`src/rtl/dff_stim_pkg.sv`:
```
// Shared types and width helpers for the D flip-flop stimulus sequencer.
//   dff_stim_state_t : sequencer FSM states
//   err_width()      : width of a mismatch counter able to hold 0..len
//   idx_width()      : width of a step index for len steps (minimum 1)
package dff_stim_pkg;

  typedef enum logic [2:0] {
    ST_IDLE   = 3'd0,
    ST_SETUP  = 3'd1,
    ST_STROBE = 3'd2,
    ST_SETTLE = 3'd3,
    ST_CHECK  = 3'd4,
    ST_DONE   = 3'd5
  } dff_stim_state_t;

  localparam int unsigned DEFAULT_PATTERN_LEN  = 8;
  localparam int unsigned DEFAULT_SETUP_CYCLES = 4;

  function automatic int unsigned err_width(input int unsigned len);
    return $clog2(len + 1);
  endfunction

  function automatic int unsigned idx_width(input int unsigned len);
    return (len < 2) ? 1 : $clog2(len);
  endfunction

endpackage

```
`src/rtl/dff_stim_timer.sv`:
```
// Loadable down-counter that times the SETUP hold.
//   clk, rst  : clock, synchronous active-high reset
//   load      : pulse, (re)starts the count from load_val
//   load_val  : number of cycles minus one to hold
//   expire_c  : combinational pulse in the last cycle of the hold
module dff_stim_timer #(
  parameter int unsigned W = 2
) (
  input  logic         clk,
  input  logic         rst,
  input  logic         load,
  input  logic [W-1:0] load_val,
  output logic         expire_c
);

  logic [W-1:0] count;
  logic         running;

  assign expire_c = running && (count == '0);

  // Count down once per cycle after a load; expire fires exactly once.
  always_ff @(posedge clk) begin
    if (rst) begin
      count   <= '0;
      running <= 1'b0;
    end else if (load) begin
      count   <= load_val;
      running <= 1'b1;
    end else if (running) begin
      if (count == '0) running <= 1'b0;
      else             count   <= count - W'(1);
    end
  end

endmodule

```
`src/rtl/dff_stim_sequencer.sv`:
```
// Stimulus sequencer for a player-built D flip-flop: plays a latched pattern
// LSB first, strobes the flop's enable once per step, and checks Q / notQ.
//   clk, rst          : clock, synchronous active-high reset
//   start, pattern    : begin a run with this D pattern (sampled in IDLE)
//   q_in, notq_in     : outputs of the flop under test
//   d_out, dut_en     : D and one-cycle capture enable to the flop
//   busy, done, pass  : run status; pass valid from the done pulse
//   err_count         : mismatching steps in the current / last run
//   step_idx          : index of the current step
// Optional: define DFF_STIM_SEQUENCER_EARLY_ABORT_EN to end a run at the
// first mismatching step.
module dff_stim_sequencer
  import dff_stim_pkg::*;
#(
  parameter  int unsigned PATTERN_LEN  = DEFAULT_PATTERN_LEN,
  parameter  int unsigned SETUP_CYCLES = DEFAULT_SETUP_CYCLES,
  localparam int unsigned ERR_W        = err_width(PATTERN_LEN),
  localparam int unsigned IDX_W        = idx_width(PATTERN_LEN)
) (
  input  logic                   clk,
  input  logic                   rst,
  input  logic                   start,
  input  logic [PATTERN_LEN-1:0] pattern,
  input  logic                   q_in,
  input  logic                   notq_in,
  output logic                   d_out,
  output logic                   dut_en,
  output logic                   busy,
  output logic                   done,
  output logic                   pass,
  output logic [ERR_W-1:0]       err_count,
  output logic [IDX_W-1:0]       step_idx
);

  localparam int unsigned      TMR_W    = (SETUP_CYCLES < 2) ? 1 : $clog2(SETUP_CYCLES);
  localparam logic [TMR_W-1:0] TMR_LOAD = TMR_W'(SETUP_CYCLES - 1);
  localparam logic [IDX_W-1:0] LAST_IDX = IDX_W'(PATTERN_LEN - 1);
  localparam logic [ERR_W-1:0] ERR_MAX  = '1;

  dff_stim_state_t        state;
  logic [PATTERN_LEN-1:0] pattern_q;      // remaining bits, current step at [0]
  logic [PATTERN_LEN-1:0] pattern_next_c;
  logic                   mismatch_c;
  logic                   last_step_c;
  logic                   abort_c;
  logic                   enter_setup_c;
  logic                   tmr_expire_c;

  assign pattern_next_c = pattern_q >> 1;
  assign mismatch_c     = (q_in != d_out) || (notq_in != ~q_in);
  assign last_step_c    = (step_idx == LAST_IDX);

`ifdef DFF_STIM_SEQUENCER_EARLY_ABORT_EN
  assign abort_c = mismatch_c;
`else
  assign abort_c = 1'b0;
`endif

  // Timer is (re)loaded on every transition into SETUP.
  assign enter_setup_c = ((state == ST_IDLE) && start) ||
                         ((state == ST_CHECK) && !last_step_c && !abort_c);

  dff_stim_timer #(
    .W (TMR_W)
  ) u_timer (
    .clk      (clk),
    .rst      (rst),
    .load     (enter_setup_c),
    .load_val (TMR_LOAD),
    .expire_c (tmr_expire_c)
  );

  // Sequencer FSM with registered outputs.
  always_ff @(posedge clk) begin
    if (rst) begin
      state     <= ST_IDLE;
      pattern_q <= '0;
      d_out     <= 1'b0;
      dut_en    <= 1'b0;
      busy      <= 1'b0;
      done      <= 1'b0;
      pass      <= 1'b0;
      err_count <= '0;
      step_idx  <= '0;
    end else begin
      dut_en <= 1'b0;
      done   <= 1'b0;
      unique case (state)
        // d_out keeps its last value here so the flop input never glitches.
        ST_IDLE: begin
          if (start) begin
            pattern_q <= pattern;
            d_out     <= pattern[0];
            err_count <= '0;
            step_idx  <= '0;
            pass      <= 1'b0;
            busy      <= 1'b1;
            state     <= ST_SETUP;
          end
        end
        ST_SETUP: begin
          if (tmr_expire_c) begin
            dut_en <= 1'b1;
            state  <= ST_STROBE;
          end
        end
        ST_STROBE: state <= ST_SETTLE;
        ST_SETTLE: state <= ST_CHECK;
        ST_CHECK: begin
          if (mismatch_c && (err_count != ERR_MAX)) begin
            err_count <= err_count + ERR_W'(1);
          end
          if (last_step_c || abort_c) begin
            state <= ST_DONE;
          end else begin
            step_idx  <= step_idx + IDX_W'(1);
            pattern_q <= pattern_next_c;
            d_out     <= pattern_next_c[0];
            state     <= ST_SETUP;
          end
        end
        // busy drops together with the done pulse.
        ST_DONE: begin
          done  <= 1'b1;
          busy  <= 1'b0;
          pass  <= (err_count == '0);
          state <= ST_IDLE;
        end
        default: state <= ST_IDLE;
      endcase
    end
  end

endmodule

```
`config.mk`:
```
export PLATFORM = sky130hd
export DESIGN_NAME = dff_stim_sequencer
export DESIGN_NICKNAME = d
export VERILOG_FILES = /design/src/rtl/dff_stim_pkg.sv /design/src/rtl/dff_stim_timer.sv /design/src/rtl/dff_stim_sequencer.sv
export SDC_FILE = /design/constraint.sdc
export NUM_CORES = 1
export LEC_CHECK = 0
export ABC_AREA = 1
export BUFFER_PORTS_ARGS = -buffer_cell sky130_fd_sc_hd__buf_2
export CAP_MARGIN = 15
export CORE_MARGIN = 2
export CORE_UTILIZATION = 30
export DETAILED_ROUTE_END_ITERATION = 10
export PLACE_DENSITY = 0.51
export RECOVER_POWER = 100
export SETUP_SLACK_MARGIN = 0.4
export SYNTH_ARGS = -nofsm -noshare
export SYNTH_HDL_FRONTEND = slang
export SYNTH_SLANG_ARGS = --single-unit
```
`constraint.sdc`:
```
create_clock -name clk -period 2.8 [get_ports clk]
set_input_delay 0.14 -clock clk [delete_from_list [all_inputs] [get_ports clk]]
set_output_delay 0.14 -clock clk [all_outputs]
set_load 0.01 [all_outputs]
```
==> results.json <==
{
  "seq_power_share": 0.543,
  "status": "complete, no violations",
  "nets": 219,
  "clock.fmax_ghz": 0.501,
  "end_kind": "flop",
  "synth_top_family_by_area": "simple AND/OR/NAND/NOR gates",
  "seq_area_frac_synth": 0.395,
  "startpoint": "state[0]",
  "swShare": 0.285,
  "setup_slack_ns": 0.805,
  "cts_buffer_depth": 2,
  "startpoint_type": "flop",
  "finalCritPeriodShare": 0.713,
  "avgSynthCellArea_um2": 7.12,
  "path_common_cell": "nor2_1",
  "cts-hold-fix-buffers": 0,
  "power.leakage_uw": 0.000677,
  "drtPass1Iterations": 4,
  "grt_usage": 0.117,
  "drc": 0,
  "vias": 1112,
  "synth-compound-area-share": 0.111,
  "portBuffers": 24,
  "ioPinCount": 25,
  "synth_top_cell_by_area": "dfxtp_1",
  "grt_pass1_wl_mm": 4.61,
  "dieArea_um2": 4760,
  "die_h_um": 69,
  "cts_tree": "built",
  "setup-violations-final": 0,
  "syn_to_final_growth_pct": 11.2,
  "arrival_ns": 2.16,
  "hpwl_mm": 1.83,
  "synthMuxAreaShare": 0,
  "htree_levels": 1,
  "via_per_inst": 4.45,
  "critPathKind": "flop to flop",
  "fin_util": 0.350,
  "hp-class": "primary input to flop",
  "cp.required_ns": 2.96,
  "antenna_found_initial": 0,
  "drt_first_iter_violations": 71,
  "rr_endpoint": "step_idx[2]",
  "netlist_top_cells_area": "dfxtp_1, nand2_1, nor2_1",
  "slew_viol_final": 0,
  "powerDensity_nw_per_um2": 523,
  "syn_area_um2": 1270,
  "crit_end": "step_idx[2]",
  "dp_slack_ns": 1.11,
  "layout-drive-gt1-share": 0.120,
  "grt.overflow.total": 0,
  "wl_mm": 2.59,
  "critPathMaxFanout": 13,
  "cts.clk_slew.worst_paths_ns": 0.09,
  "ys_ff_latch": 25,
  "die_x_um": 69,
  "synth_fp_nets": 196,
  "post_cts_buffers": 0,
  "layout_min_cycle_time_ns": 2.00,
  "timing.critical_path.cells": "nor2_1, nand2_1, o21ai_2, inv_2, a21oi_1, nor2_1",
  "fin_area_um2": 1410,
  "max_slew.worst_pin.slew_ns": 0.514,
  "synth_cells": 178,
  "start_util": 0.315,
  "net-switching-power_uw": 210,
  "synth_xor_area_frac": 0.00691,
  "combPwrFrac": 0.163,
  "num_rows": 23,
  "r2r_cells": 6,
  "grt_setup_unrepaired": "false",
  "timing.critical_path.slowest_cell_delay_ns": 0.49,
  "fin_setup_tns_ns": 0,
  "timing.rr.start": "state[0]",
  "synth-simple-area-share": 0.348,
  "ctsResizeCount": 0,
  "fin_worst_skew_ns": 0.00698,
  "dpl_cell_area_um2": 1400,
  "synth_top_area_frac": 0.395,
  "post_drt_wl_per_cell_um": 10.4,
  "ant_nets": 0,
  "slew_headroom": 0.657,
  "ys_types": 26,
  "drv_cap": 0,
  "max-vdd-ir-drop_mv": 0.276,
  "ff2ff_setup_slack_ns": 0.80,
  "clock-root-buffer": "clkbuf_8",
  "numCtsBuffers": 3,
  "insertion_delay_ns": 0.27,
  "num-fill-cells": 448,
  "n_antenna_cell": 0,
  "place_congestion": 0.697,
  "grt_pass1_vias": 1055,
  "grt_max_degree": 18,
  "pwr-share-clk": 0.294,
  "synthAdderAreaFrac": 0.0494,
  "intPower_uw": 527,
  "cpMaxStageDelayCell": "o21ai_2",
  "yosys_warnings": 0,
  "hold_viol": 0,
  "clkSinkCount": 25,
  "core-area_um2": 4030
}
cells in the final DEF, fill, tap and decap left out, drive strengths merged:
cell	n
clkbuf	15
buf	12
nor3b	1
o22ai	1
nand4	1
a21boi	1
a31o	1
nor2	36
dfxtp	25
o21ai	13
ha	5
clkinv	1
a21oi	9
nand3	8
xor2	1
nand2	52
inv	17
nor3	1
metrics by stage:
step,hold slack [ns],total power (uW),instances
2_1_floorplan,0.287,502,178
3_3_place_gp,0.425,536,246
3_5_place_dp,0.431,535,246
4_1_cts,0.128,756,250
5_1_grt,0.151,787,250
6_report,0.136,737,250
cell type report:
type / count / area [um2] / area share
multi-input cells: 130 / 631 / 0.448
flip-flops and latches: 25 / 500 / 0.355
inverters: 17 / 63.8 / 0.0453
well taps: 50 / 62.6 / 0.0444
repair buffers: 24 / 105 / 0.0746
clock inverters: 1 / 5.00 / 0.00355
clock buffers: 3 / 41.3 / 0.0293
registers in the layout, indices dropped and copies added, names as in the netlist:
name,cells
pattern_q,8
err_count,4
state,3
step_idx,3
u_timer.count,2
busy,1
done,1
dut_en,1
pass,1
u_timer.running,1
power groups by stage:
stage          combinational (uW)  clock, uW  sequential [uW]
2_1_floorplan                92.4          0              410
6_report                      120        217              400
3_3_place_gp                  127          0              409
4_1_cts                       126        229              401
3_5_place_dp                  125          0              409
5_1_grt                       143        241              404
cells in the mapped netlist:
cell      number
nor3_1         1
nor3b_1        1
nand2_1       48
nand3_1        7
nor2_4         2
inv_2          1
a21oi_2        1
nand4_1        1
a31o_2         1
nand3_4        1
a21boi_0       1
buf_6          3
nor2_1        34
buf_2          1
o21ai_2        1
o21ai_0       12
xor2_1         1
nand2_2        1
o22ai_1        1
dfxtp_1       25
a21oi_1        8
buf_4          1
ha_1           5
nand2_4        3
clkbuf_1       1
inv_1         16
worst min path at each step:
stage | from | to | slack, ns | cells after the start
global route | pattern[7] | pattern_q[7] | 0.15 | 3
global placement | pattern[7] | pattern_q[7] | 0.42 | 3
CTS | pattern[7] | pattern_q[7] | 0.13 | 3
finish | pattern[7] | pattern_q[7] | 0.14 | 3
detailed placement | pattern[7] | pattern_q[7] | 0.43 | 3
floorplan | pattern[7] | pattern_q[7] | 0.29 | 2
metal layers:
metal / up-vias / GRT usage / share of wire
li1: 602 / - / -
met1: 481 / 0.150 / 0.48
met2: 25 / 0.190 / 0.45
met3: 4 / 0.0395 / 0.052
met4: 0 / 0.0261 / 0.010
met5: - / 0 / 0
logic make-up after synthesis:
kind of cell / count (synthesis)
buf+inv: 23
fa+ha+maj: 5
flops: 25
simple gates: 99
xor+xnor: 1
compound gates: 25
critical path: cells and delay by family (launching register included):
kind	cells	cell delay, ns
and+or+nand+nor	3	0.68
DFF	1	0.35
AOI/OAI and AO/OA	2	0.65
buffers and inverters	1	0.21
(Power assumes the default switching activity.)
